<file path="src/rtl/mmu_xlate_pkg.sv">
// Shared CPU definitions for address translation: exception codes,
// request type encodings and direct-map-window field positions.
package mmu_xlate_pkg;

  typedef enum logic [2:0] {
    ECODE_NONE = 3'd0,
    ECODE_TLBR = 3'd1,
    ECODE_PIL  = 3'd2,
    ECODE_PIS  = 3'd3,
    ECODE_PIF  = 3'd4,
    ECODE_PPI  = 3'd5,
    ECODE_PME  = 3'd6
  } ecode_e;

  typedef enum logic [1:0] {
    REQ_FETCH = 2'd0,
    REQ_LOAD  = 2'd1,
    REQ_STORE = 2'd2
  } req_type_e;

  // Direct map window register layout
  localparam int unsigned DMW_PLV0    = 0;
  localparam int unsigned DMW_PLV3    = 3;
  localparam int unsigned DMW_MAT_LO  = 4;
  localparam int unsigned DMW_MAT_HI  = 5;
  localparam int unsigned DMW_PSEG_LO = 25;
  localparam int unsigned DMW_PSEG_HI = 27;
  localparam int unsigned DMW_VSEG_LO = 29;
  localparam int unsigned DMW_VSEG_HI = 31;

endpackage

</file>
<file path="src/rtl/mmu_xlate_if.sv">
// Request/response handshake bundle between a requester and mmu_xlate.
interface mmu_xlate_if #(
  parameter int unsigned TLBNUM = 16
);
  localparam int unsigned IDXW = $clog2(TLBNUM);

  logic            req_valid;
  logic            req_ready;
  logic [31:0]     req_va;
  logic [1:0]      req_type;
  logic [1:0]      req_plv;

  logic            rsp_valid;
  logic            rsp_ready;
  logic [31:0]     rsp_pa;
  logic [1:0]      rsp_mat;
  logic [2:0]      rsp_ecode;
  logic [IDXW-1:0] rsp_index;

  modport master (
    output req_valid, req_va, req_type, req_plv, rsp_ready,
    input  req_ready, rsp_valid, rsp_pa, rsp_mat, rsp_ecode, rsp_index
  );

  modport slave (
    input  req_valid, req_va, req_type, req_plv, rsp_ready,
    output req_ready, rsp_valid, rsp_pa, rsp_mat, rsp_ecode, rsp_index
  );

endinterface

</file>
<file path="src/rtl/mmu_xlate_dmw_match.sv">
// Match one direct map window against a virtual address and privilege level.
module dmw_match
  import mmu_xlate_pkg::*;
(
  input  logic [31:0] dmw_i,
  input  logic [31:0] va_i,
  input  logic [1:0]  plv_i,
  output logic        hit_o,
  output logic [31:0] pa_o,
  output logic [1:0]  mat_o
);

  logic plv_en;
  logic unused_dmw;

  // Only PLV0 and PLV3 have window enables; PLV1/2 never hit.
  always_comb begin
    plv_en = ((plv_i == 2'd0) && dmw_i[DMW_PLV0]) ||
             ((plv_i == 2'd3) && dmw_i[DMW_PLV3]);
    hit_o  = plv_en && (va_i[31:29] == dmw_i[DMW_VSEG_HI:DMW_VSEG_LO]);
    pa_o   = {dmw_i[DMW_PSEG_HI:DMW_PSEG_LO], va_i[28:0]};
    mat_o  = dmw_i[DMW_MAT_HI:DMW_MAT_LO];
  end

  assign unused_dmw = ^{dmw_i[28], dmw_i[24:6], dmw_i[2:1]};

endmodule

</file>
<file path="src/rtl/mmu_xlate.sv">
// Two-stage virtual-to-physical translation pipeline: S1 holds the request
// and drives the external TLB search port, S2 holds the registered result.
module mmu_xlate
  import mmu_xlate_pkg::*;
#(
  parameter  int unsigned TLBNUM = 16,
  localparam int unsigned IDXW   = $clog2(TLBNUM)
) (
  input  logic             clk,
  input  logic             resetn,
  mmu_xlate_if.slave       bus,
  input  logic             flush,
  input  logic             crmd_da,
  input  logic             crmd_pg,
  input  logic [1:0]       crmd_datm,
  input  logic [31:0]      dmw0,
  input  logic [31:0]      dmw1,
  input  logic [9:0]       csr_asid,
  output logic [18:0]      s_vppn,
  output logic             s_va_bit12,
  output logic [9:0]       s_asid,
  input  logic             s_found,
  input  logic [IDXW-1:0]  s_index,
  input  logic [19:0]      s_ppn,
  input  logic [5:0]       s_ps,
  input  logic [1:0]       s_plv,
  input  logic [1:0]       s_mat,
  input  logic             s_d,
  input  logic             s_v
);

  logic            s1_valid_q;
  logic [31:0]     s1_va_q;
  req_type_e       s1_type_q;
  logic [1:0]      s1_plv_q;

  logic            s2_valid_q;
  logic [31:0]     s2_pa_q,    pa_d;
  logic [1:0]      s2_mat_q,   mat_d;
  ecode_e          s2_ecode_q, ecode_d;
  logic [IDXW-1:0] s2_index_q, index_d;

  logic            s1_adv, s2_adv;
  logic            hit0, hit1;
  logic [31:0]     pa0, pa1;
  logic [1:0]      mat0, mat1;
  logic            unused_pg;

  // Direct mode is selected by da alone; pg carries no extra information here.
  assign unused_pg = crmd_pg;

  assign s2_adv = !s2_valid_q || bus.rsp_ready;
  assign s1_adv = !s1_valid_q || s2_adv;

  // Flush always empties the pipe, so the request side never looks blocked.
  assign bus.req_ready = s1_adv || flush;

  assign s_vppn     = s1_va_q[31:13];
  assign s_va_bit12 = s1_va_q[12];
  assign s_asid     = csr_asid;

  dmw_match u_dmw0 (
    .dmw_i (dmw0), .va_i (s1_va_q), .plv_i (s1_plv_q),
    .hit_o (hit0), .pa_o (pa0),     .mat_o (mat0)
  );

  dmw_match u_dmw1 (
    .dmw_i (dmw1), .va_i (s1_va_q), .plv_i (s1_plv_q),
    .hit_o (hit1), .pa_o (pa1),     .mat_o (mat1)
  );

  // Translation of the S1 request: direct, then DMW0, DMW1, then TLB.
  always_comb begin
    pa_d    = s1_va_q;
    mat_d   = crmd_datm;
    ecode_d = ECODE_NONE;
    index_d = '0;
    if (crmd_da) begin
      pa_d  = s1_va_q;
      mat_d = crmd_datm;
    end else if (hit0) begin
      pa_d  = pa0;
      mat_d = mat0;
    end else if (hit1) begin
      pa_d  = pa1;
      mat_d = mat1;
    end else begin
      index_d = s_index;
      mat_d   = s_mat;
      pa_d    = (s_ps == 6'd21) ? {s_ppn[19:9], s1_va_q[20:0]}
                                : {s_ppn, s1_va_q[11:0]};
      if (!s_found) begin
        ecode_d = ECODE_TLBR;
      end else if (!s_v) begin
        case (s1_type_q)
          REQ_FETCH: ecode_d = ECODE_PIF;
          REQ_STORE: ecode_d = ECODE_PIS;
          default:   ecode_d = ECODE_PIL;
        endcase
      end else if (s1_plv_q > s_plv) begin
        ecode_d = ECODE_PPI;
      end else if ((s1_type_q == REQ_STORE) && !s_d) begin
        ecode_d = ECODE_PME;
      end
    end
  end

  // S1 register: accepts a new request whenever it can advance.
  always_ff @(posedge clk or negedge resetn) begin
    if (!resetn) begin
      s1_valid_q <= 1'b0;
      s1_va_q    <= '0;
      s1_type_q  <= REQ_FETCH;
      s1_plv_q   <= '0;
    end else if (flush) begin
      s1_valid_q <= 1'b0;
    end else if (s1_adv) begin
      s1_valid_q <= bus.req_valid;
      s1_va_q    <= bus.req_va;
      s1_type_q  <= req_type_e'(bus.req_type);
      s1_plv_q   <= bus.req_plv;
    end
  end

  // S2 register: result fields are held unless a valid S1 entry moves in.
  always_ff @(posedge clk or negedge resetn) begin
    if (!resetn) begin
      s2_valid_q <= 1'b0;
      s2_pa_q    <= '0;
      s2_mat_q   <= '0;
      s2_ecode_q <= ECODE_NONE;
      s2_index_q <= '0;
    end else if (flush) begin
      s2_valid_q <= 1'b0;
    end else if (s2_adv) begin
      s2_valid_q <= s1_valid_q;
      if (s1_valid_q) begin
        s2_pa_q    <= pa_d;
        s2_mat_q   <= mat_d;
        s2_ecode_q <= ecode_d;
        s2_index_q <= index_d;
      end
    end
  end

  assign bus.rsp_valid = s2_valid_q;
  assign bus.rsp_pa    = s2_pa_q;
  assign bus.rsp_mat   = s2_mat_q;
  assign bus.rsp_ecode = s2_ecode_q;
  assign bus.rsp_index = s2_index_q;

endmodule

</file>
<file path="src/flat_wrapper.sv">
// flat-port wrapper written by rule: the top's interface ports become plain ports
module mmu_xlate_flat import mmu_xlate_pkg::*;
#(
  parameter  int unsigned TLBNUM = 16,
  localparam int unsigned IDXW   = $clog2(TLBNUM)
)
  (clk, resetn, flush, crmd_da, crmd_pg, crmd_datm, dmw0, dmw1, csr_asid, s_vppn, s_va_bit12, s_asid, s_found, s_index, s_ppn, s_ps, s_plv, s_mat, s_d, s_v, bus_req_valid, bus_req_va, bus_req_type, bus_req_plv, bus_rsp_ready, bus_req_ready, bus_rsp_valid, bus_rsp_pa, bus_rsp_mat, bus_rsp_ecode, bus_rsp_index);
  mmu_xlate_if #(.TLBNUM(TLBNUM)) bus_i ();
  input  logic clk;
  input  logic resetn;
  input  logic flush;
  input  logic crmd_da;
  input  logic crmd_pg;
  input  logic [1:0] crmd_datm;
  input  logic [31:0] dmw0;
  input  logic [31:0] dmw1;
  input  logic [9:0] csr_asid;
  output logic [18:0] s_vppn;
  output logic s_va_bit12;
  output logic [9:0] s_asid;
  input  logic s_found;
  input  logic [IDXW-1:0] s_index;
  input  logic [19:0] s_ppn;
  input  logic [5:0] s_ps;
  input  logic [1:0] s_plv;
  input  logic [1:0] s_mat;
  input  logic s_d;
  input  logic s_v;
  input wire logic [$bits(bus_i.req_valid)-1:0] bus_req_valid;
  input wire logic [$bits(bus_i.req_va)-1:0] bus_req_va;
  input wire logic [$bits(bus_i.req_type)-1:0] bus_req_type;
  input wire logic [$bits(bus_i.req_plv)-1:0] bus_req_plv;
  input wire logic [$bits(bus_i.rsp_ready)-1:0] bus_rsp_ready;
  output wire logic [$bits(bus_i.req_ready)-1:0] bus_req_ready;
  output wire logic [$bits(bus_i.rsp_valid)-1:0] bus_rsp_valid;
  output wire logic [$bits(bus_i.rsp_pa)-1:0] bus_rsp_pa;
  output wire logic [$bits(bus_i.rsp_mat)-1:0] bus_rsp_mat;
  output wire logic [$bits(bus_i.rsp_ecode)-1:0] bus_rsp_ecode;
  output wire logic [$bits(bus_i.rsp_index)-1:0] bus_rsp_index;
  assign bus_i.req_valid = bus_req_valid;
  assign bus_i.req_va = bus_req_va;
  assign bus_i.req_type = bus_req_type;
  assign bus_i.req_plv = bus_req_plv;
  assign bus_i.rsp_ready = bus_rsp_ready;
  assign bus_req_ready = bus_i.req_ready;
  assign bus_rsp_valid = bus_i.rsp_valid;
  assign bus_rsp_pa = bus_i.rsp_pa;
  assign bus_rsp_mat = bus_i.rsp_mat;
  assign bus_rsp_ecode = bus_i.rsp_ecode;
  assign bus_rsp_index = bus_i.rsp_index;
  mmu_xlate #(.TLBNUM(TLBNUM)) u_core (.clk(clk), .resetn(resetn), .bus(bus_i), .flush(flush), .crmd_da(crmd_da), .crmd_pg(crmd_pg), .crmd_datm(crmd_datm), .dmw0(dmw0), .dmw1(dmw1), .csr_asid(csr_asid), .s_vppn(s_vppn), .s_va_bit12(s_va_bit12), .s_asid(s_asid), .s_found(s_found), .s_index(s_index), .s_ppn(s_ppn), .s_ps(s_ps), .s_plv(s_plv), .s_mat(s_mat), .s_d(s_d), .s_v(s_v));
endmodule
</file>
<file path="config.mk">
export PLATFORM = sky130hd
export DESIGN_NAME = mmu_xlate_flat
export DESIGN_NICKNAME = d
export VERILOG_FILES = /design/src/rtl/mmu_xlate_pkg.sv /design/src/rtl/mmu_xlate_if.sv /design/src/rtl/mmu_xlate_dmw_match.sv /design/src/rtl/mmu_xlate.sv /design/src/flat_wrapper.sv
export SDC_FILE = /design/constraint.sdc
export NUM_CORES = 1
export LEC_CHECK = 0
export ABC_AREA = 1
export CAP_MARGIN = 30
export CORE_MARGIN = 2
export CORE_UTILIZATION = 40
export DETAILED_ROUTE_END_ITERATION = 16
export GPL_ROUTABILITY_DRIVEN = 0
export PLACE_DENSITY_LB_ADDON = 0.3
export SKIP_CTS_REPAIR_TIMING = 1
export SYNTH_ARGS = -nofsm -noshare
export SYNTH_HDL_FRONTEND = slang
export SYNTH_HIERARCHICAL = 1
export SYNTH_SLANG_ARGS = --single-unit
</file>
<file path="constraint.sdc">
create_clock -name clk -period 2.9 [get_ports clk]
set_input_delay 0.29 -clock clk [delete_from_list [all_inputs] [get_ports clk]]
set_output_delay 0.29 -clock clk [all_outputs]
set_load 0.005 [all_outputs]
</file>
**Word level (Yosys, flattened, before mapping)**

Cells that the tools add are included.

- Magnitude comparators: 1
- Equality and inequality tests: 5
- Muxes and demuxes: 22
- Bitwise operators: 1
- Reductions and logical operators: 21

Operators by type and width:

| kind | count |
|---|---|
| $mux W32 | 3 |
| $mux W21 | 1 |
| $mux W3 | 7 |
| $mux W4 | 3 |
| $logic_and A1 B1 Y1 | 7 |
| $eq A3 B3 Y1 | 2 |
| $eq A6 B5 Y1 const B | 1 |
| $mux W2 | 3 |
| $pmux W3 S2 | 1 |
| $logic_or A1 B1 Y1 | 5 |
| $eq A2 B2 Y1 const B | 2 |
| $logic_not A2 Y1 | 2 |
| $mux W1 | 4 |
| $reduce_bool A2 Y1 | 2 |
| $logic_not A1 Y1 | 3 |
| $reduce_and A3 Y1 | 1 |
| $gt A2 B2 Y1 | 1 |
| $reduce_and A2 Y1 | 1 |
| $not A1 Y1 | 1 |

- Register bits after elaboration: 79
- Output and inout bits: 73
- Logic and storage cells: 59

**Depth between registers and ports, before layout**

- Word-level depth: 9
- Depth in mapped cells: 12
- Mapped depth without buffers: 12

**Cells and area by module**

The synthesis kept the hierarchy.

Modules (own cells, without submodules):

| module | instances | cells an instance | area each (sq um) | sequential area each (sq um) |
|---|---|---|---|---|
| mmu_xlate | 1 | 565 | 4406.7 | 1976.9 |
| dmw_match | 2 | 52 | 330.3 | 0.0 |

**Worst setup path before layout**

Ideal clock, no wire load.

- Kind: register -> register
- Start point: reg u_core.s1_plv_q[1]
- End point: reg u_core.s2_pa_q[27], in the netlist u_core/bus.rsp_pa[27]
- Setup time: 0.124 ns
- Arrival time: 1.501 ns
- Path slack: 1.275 ns
- Cell stages (with the launch flop): 12
- Path buffers: 2
- Clock period less this slack: 1.625 ns
- Cells stage by stage: dfrtp_1 > nor2_1 > nand2_1 > nand2_1 > inv_1 > nor2_1 > buf_4 > nand2_4 > buf_6 > or2_2 > o221ai_1 > o21bai_1

- Word-level cells in the longest chain between the ends: 7
- Elaborated cells on any way between the ends: 13
- Classes of those cells: 1 x eq/ne; 3 x mux; 9 x reduce/logical

RTL lines:

| item | RTL line | text |
|---|---|---|
| start, declared | mmu_xlate.sv:35 | `logic [1:0] s1_plv_q;` |
| start signal, assigned | mmu_xlate.sv:121 | `s1_plv_q <= bus.req_plv;` |
| $eq A2 B2 Y1 or $logic_not A2 Y1 (tied branches) | mmu_xlate_dmw_match.sv:19, mmu_xlate_dmw_match.sv:18 |  |
| $logic_and A1 B1 Y1 (on tied branches) | mmu_xlate_dmw_match.sv:19, mmu_xlate_dmw_match.sv:18 |  |
| $logic_or A1 B1 Y1 (*) | mmu_xlate_dmw_match.sv:18 | `plv_en = ((plv_i == 2'd0) && dmw_i[DMW_PLV0]) \|\|` |
| $logic_and A1 B1 Y1 (*) | mmu_xlate_dmw_match.sv:20 | `hit_o = plv_en && (va_i[31:29] == dmw_i[DMW_VSEG_HI:DMW_VSEG_LO]);` |
| via u_core.hit1 | mmu_xlate.sv:44 | `logic hit0, hit1;` |
| $mux W32 (*) | mmu_xlate.sv:84 | `end else if (hit1) begin` |
| $mux W32 (*) | mmu_xlate.sv:81 | `end else if (hit0) begin` |
| $mux W32 (*) | mmu_xlate.sv:78 | `if (crmd_da) begin` |
| end signal, assigned | mmu_xlate.sv:138 | `s2_pa_q <= pa_d;` |
| end, declared | mmu_xlate.sv:38 | `logic [31:0] s2_pa_q, pa_d;` |

Mark *: on every way through the listed nets, which the timed path passes. The rest lies on a longest branch.
A chain may end at the register's enable or synchronous reset.

**Worst setup path in the final report**

- Start point: reg u_core.s1_va_q[29]
- End point: reg u_core.s2_pa_q[12], in the netlist u_core/bus.rsp_pa[12]

- Word-level cells in the longest chain between the ends: 5
- Elaborated cells on any way between the ends: 7
- Classes of those cells: 2 x eq/ne; 3 x mux; 2 x reduce/logical

RTL lines:

| item | RTL line | text |
|---|---|---|
| start, declared | mmu_xlate.sv:33 | `logic [31:0] s1_va_q;` |
| start signal, assigned | mmu_xlate.sv:119 | `s1_va_q <= bus.req_va;` |
| $eq A3 B3 Y1 | mmu_xlate_dmw_match.sv:20 |  |
| $logic_and A1 B1 Y1 | mmu_xlate_dmw_match.sv:20 |  |
| via u_core.hit1 | mmu_xlate.sv:44 |  |
| $mux W32 | mmu_xlate.sv:84 |  |
| $mux W32 | mmu_xlate.sv:81 |  |
| $mux W32 | mmu_xlate.sv:78 |  |

The timed path passes the listed nets, and every way through them passes these cells.

==> metrics.md <==
| Metric | Value |
|---|---|
| DIE AREA | 13600 µm² |
| Share of the synthesized area in the top cell type | 39.0% |
| Clk root buf | clkbuf_16 |
| Synth cell types | 30 |
| Pwr/cell area | 549 nW/µm² |
| Rel. slew slack | 62.6% |
| Worst-Margin Slew | 559 ps |
| Pre-Repair DR Iteration Count | 5 |
| Bufs on Longest Clock Path | 2 |
| Util after Layout | 51.1% |
| Layout cell share with drive strength beyond 1 | 6.99% |
| Peak VDD IR | 0.000227 V |
| Post-synthesis sequential element count | 79 |
| Max Clk Rate | 0.477 GHz |
| Drt wl/cell | 15.2 µm |
| Worst reg2reg path endpoint | u_core/bus.rsp_pa[12]$_DFFE_PN0P_ |
| Final period util | 72.3% |
| Initial DRC Count | 344 |
| First-pass GRT wire length | 21.6 mm |
| Avg Cell Area, Syn | 7.57 µm² |
| Worst-path cell chain | xnor2_1 > nand3_1 > nor2_1 > inv_1 > nand2_2 > clkinv_1 > nand3_1 > nand2_1 > nand2_1 > nand2_1 |
| Pre-CTS setup slack | 566 ps |
| CTS tree | built |
| Grt ovf | 0 |
| Outcome | completed |
| CTS Sinks | 79 |
| Htree depth | 3 |
| CP bufs+invs | 2 |
| Vias in the first global route | 4294 |
| Fin. max-slew vios | 0 |
| Setup_tns | 0 ps |
| CP Max Fanout | 9 |
| Path type of the worst min-delay path | in -> async |
| Num CTS Buffers | 9 |
| Core Footprint | 12500 µm² |
| Total leakage power | 2.95 nW |
| Number of port buffers | 163 |
| Final setup margin | 803 ps |
| Ant diodes | 0 |
| DR vias/cell | 4.96 |
| Worst Clk Skew | 4.72 ps |
| RSZ-0062 raised after global routing | false |
| Register area share after synthesis | 39.0% |
| Synthesized instance count | 669 |
| Final Hold Violating Endpoints | 0 |
| Hpwl dp | 9.49 mm |
| Fillers | 1229 |
| CP endpoint kind | flip-flop |
| Clk_lat worst skew | 340 ps |
| Finished Layout Cells | 902 |
| Kind of cell adding the most delay to the critical path | simple AND/OR/NAND/NOR gates |
| Largest cells by area after synthesis | dfrtp_1, buf_4, nand2_1 |
| # setup viols final | 0 |
| Crit path DAT | 2320 ps |
| Final Critical Period | 2100 ps |
| Width of the die | 117 µm |
| Synthesized Nets | 827 |
| Clock-pin slew on the worst setup and hold paths | 60 ps |
| Worst path most repeated cell | nand2_1 |
| Via count | 4470 |
| Fin Hold WS | 438 ps |
| DRT antenna net count | 0 |
| Placed cells | 885 |
| Starting Density | 40.5% |
| # rows | 41 |
| Crit-path slowest cell | dfrtp_1 |
| R2R cell count | 10 |
| Synth warnings | 6 |
| Final nets | 883 |
| Synth area leader | dfrtp_1 |
| CP peak stage delay | 530 ps |
| Worst R2R Setup Slack | 800 ps |
| GRT Total Usage | 20.5% |
| Antenna violations before repair | 0 |
| Area Growth Syn to Fin | 26.3% |
| Drt total wl | 13.7 mm |
| Largest net degree at the start of global routing | 50 |
| RR Startpoint | u_core/s1_va_q[29]$_DFFE_PN0P_ |
| IO Count | 229 |
| Critical Path RT | 3120 ps |
| DRC Markers | 0 |
| Synth Cell Area | 5070 µm² |
| Max-Cap Viols | 0 |
| Worst setup SP type | flip-flop |
| Die height | 117 µm |
| Crit Path Category | reg -> reg |
cells in the final DEF (no fill, tap or decap), types with 3 or more instances in the layout:
| cell | synthesis | routed |
|---|---|---|
| a21oi_1 | 33 | 33 |
| a31oi_1 | 8 | 8 |
| buf_4 | 103 | 9 |
| clkbuf_16 | 0 | 9 |
| clkdlybuf4s50_1 | 0 | 162 |
| dfrtp_1 | 79 | 79 |
| inv_1 | 40 | 40 |
| inv_2 | 4 | 4 |
| nand2_1 | 191 | 191 |
| nand2_2 | 5 | 5 |
| nand2_4 | 4 | 4 |
| nand3_1 | 51 | 51 |
| nor2_1 | 33 | 33 |
| nor2_2 | 3 | 3 |
| o21ai_0 | 18 | 18 |
| o21ai_1 | 23 | 23 |
| o21bai_1 | 6 | 6 |
| o221ai_1 | 9 | 9 |
| o22a_1 | 4 | 4 |
| o22ai_1 | 12 | 12 |
| or2_2 | 8 | 8 |
routing by layer:
metal / wire length, µm / track usage [%]
met1: 6290 / 27.4
met5: 0 / 0
met4: 235 / 8.31
met2: 6280 / 33.5
met3: 882 / 3.22
logic make-up after synthesis:
family                     Yosys count  share of synthesized area [%]
xor gates and xnor gates             2                          0.346
and+or+nand+nor                    299                           25.3
buffers and inverters              173                           21.8
adders and majority gates            2                          0.494
DFF                                 79                           39.0
AOI/OAI and AO/OA                  114                           13.1
registers in the layout, summed over array words and instances, names as in the netlist:
signal,cells
u_core/bus.rsp_pa,32
u_core/s1_va_q,32
u_core/bus.rsp_index,4
u_core/bus.rsp_ecode,3
u_core/bus.rsp_mat,2
u_core/s1_plv_q,2
u_core/s1_type_q,2
u_core/bus.rsp_valid,1
u_core/s1_valid_q,1
synth_stat cells (all sizes together):
| master | instances |
|---|---|
| a21oi | 33 |
| a22oi | 1 |
| a31oi | 8 |
| buf | 125 |
| clkbuf | 3 |
| clkinv | 1 |
| dfrtp | 79 |
| ha | 2 |
| inv | 44 |
| nand2 | 200 |
| nand3 | 52 |
| nand3b | 1 |
| nor2 | 38 |
| o21ai | 41 |
| o21bai | 6 |
| o221ai | 9 |
| o22a | 4 |
| o22ai | 12 |
| or2 | 8 |
| xnor2 | 2 |
report_power, final:
part           leakage [nW]  switching (mW)  total (mW)  internal, mW
sequential            0.947           0.138        1.41          1.27
combinational          1.85           0.347       0.857         0.510
clock                 0.160           0.448        1.25         0.800
total                  2.95           0.934        3.51          2.58
metrics by stage:
stage	total power, mW	cell area [µm²]
2_1_floorplan	1.89	5070
6_report	3.51	6400
4_1_cts	3.53	6390
3_3_place_gp	2.26	6040
3_5_place_dp	2.28	6060
5_1_grt	3.70	6400
area by class of cell:
class / instances / area (µm²) / area share (%)
Timing Repair Buffer: 173 / 1730 / 27.0
Sequential cell: 79 / 1980 / 30.9
Inverter: 45 / 169 / 2.64
Clock buffer: 13 / 260 / 4.07
Clock inverter: 3 / 65.1 / 1.02
Tap cell: 172 / 215 / 3.36
Multi-Input combinational cell: 417 / 1990 / 31.0
worst reg2reg max path, delay by kind of cell (launching register included):
kind / cells / cell delay, ps
flip-flops: 1 / 530
XOR/XNOR: 1 / 170
AND/OR/NAND/NOR: 7 / 880
buffers and inverters: 2 / 390
worst max path at each step:
stage	from	to	slack [ps]	depth (start not counted)
final	u_core/s1_va_q[29]$_DFFE_PN0P_	u_core/bus.rsp_pa[12]$_DFFE_PN0P_	800	10
after global routing	u_core/s1_va_q[29]$_DFFE_PN0P_	u_core/bus.rsp_pa[10]$_DFFE_PN0P_	530	9
after CTS	u_core/s1_va_q[29]$_DFFE_PN0P_	u_core/bus.rsp_pa[19]$_DFFE_PN0P_	730	10
after detailed placement	dmw1[29]	u_core/bus.rsp_pa[19]$_DFFE_PN0P_	570	11
after global placement	dmw1[30]	u_core/bus.rsp_pa[14]$_DFFE_PN0P_	570	12
after floorplan	u_core/s1_plv_q[1]$_DFFE_PN0P_	u_core/bus.rsp_pa[27]$_DFFE_PN0P_	1280	11
Note: power is estimated with default switching activity, not from simulation.
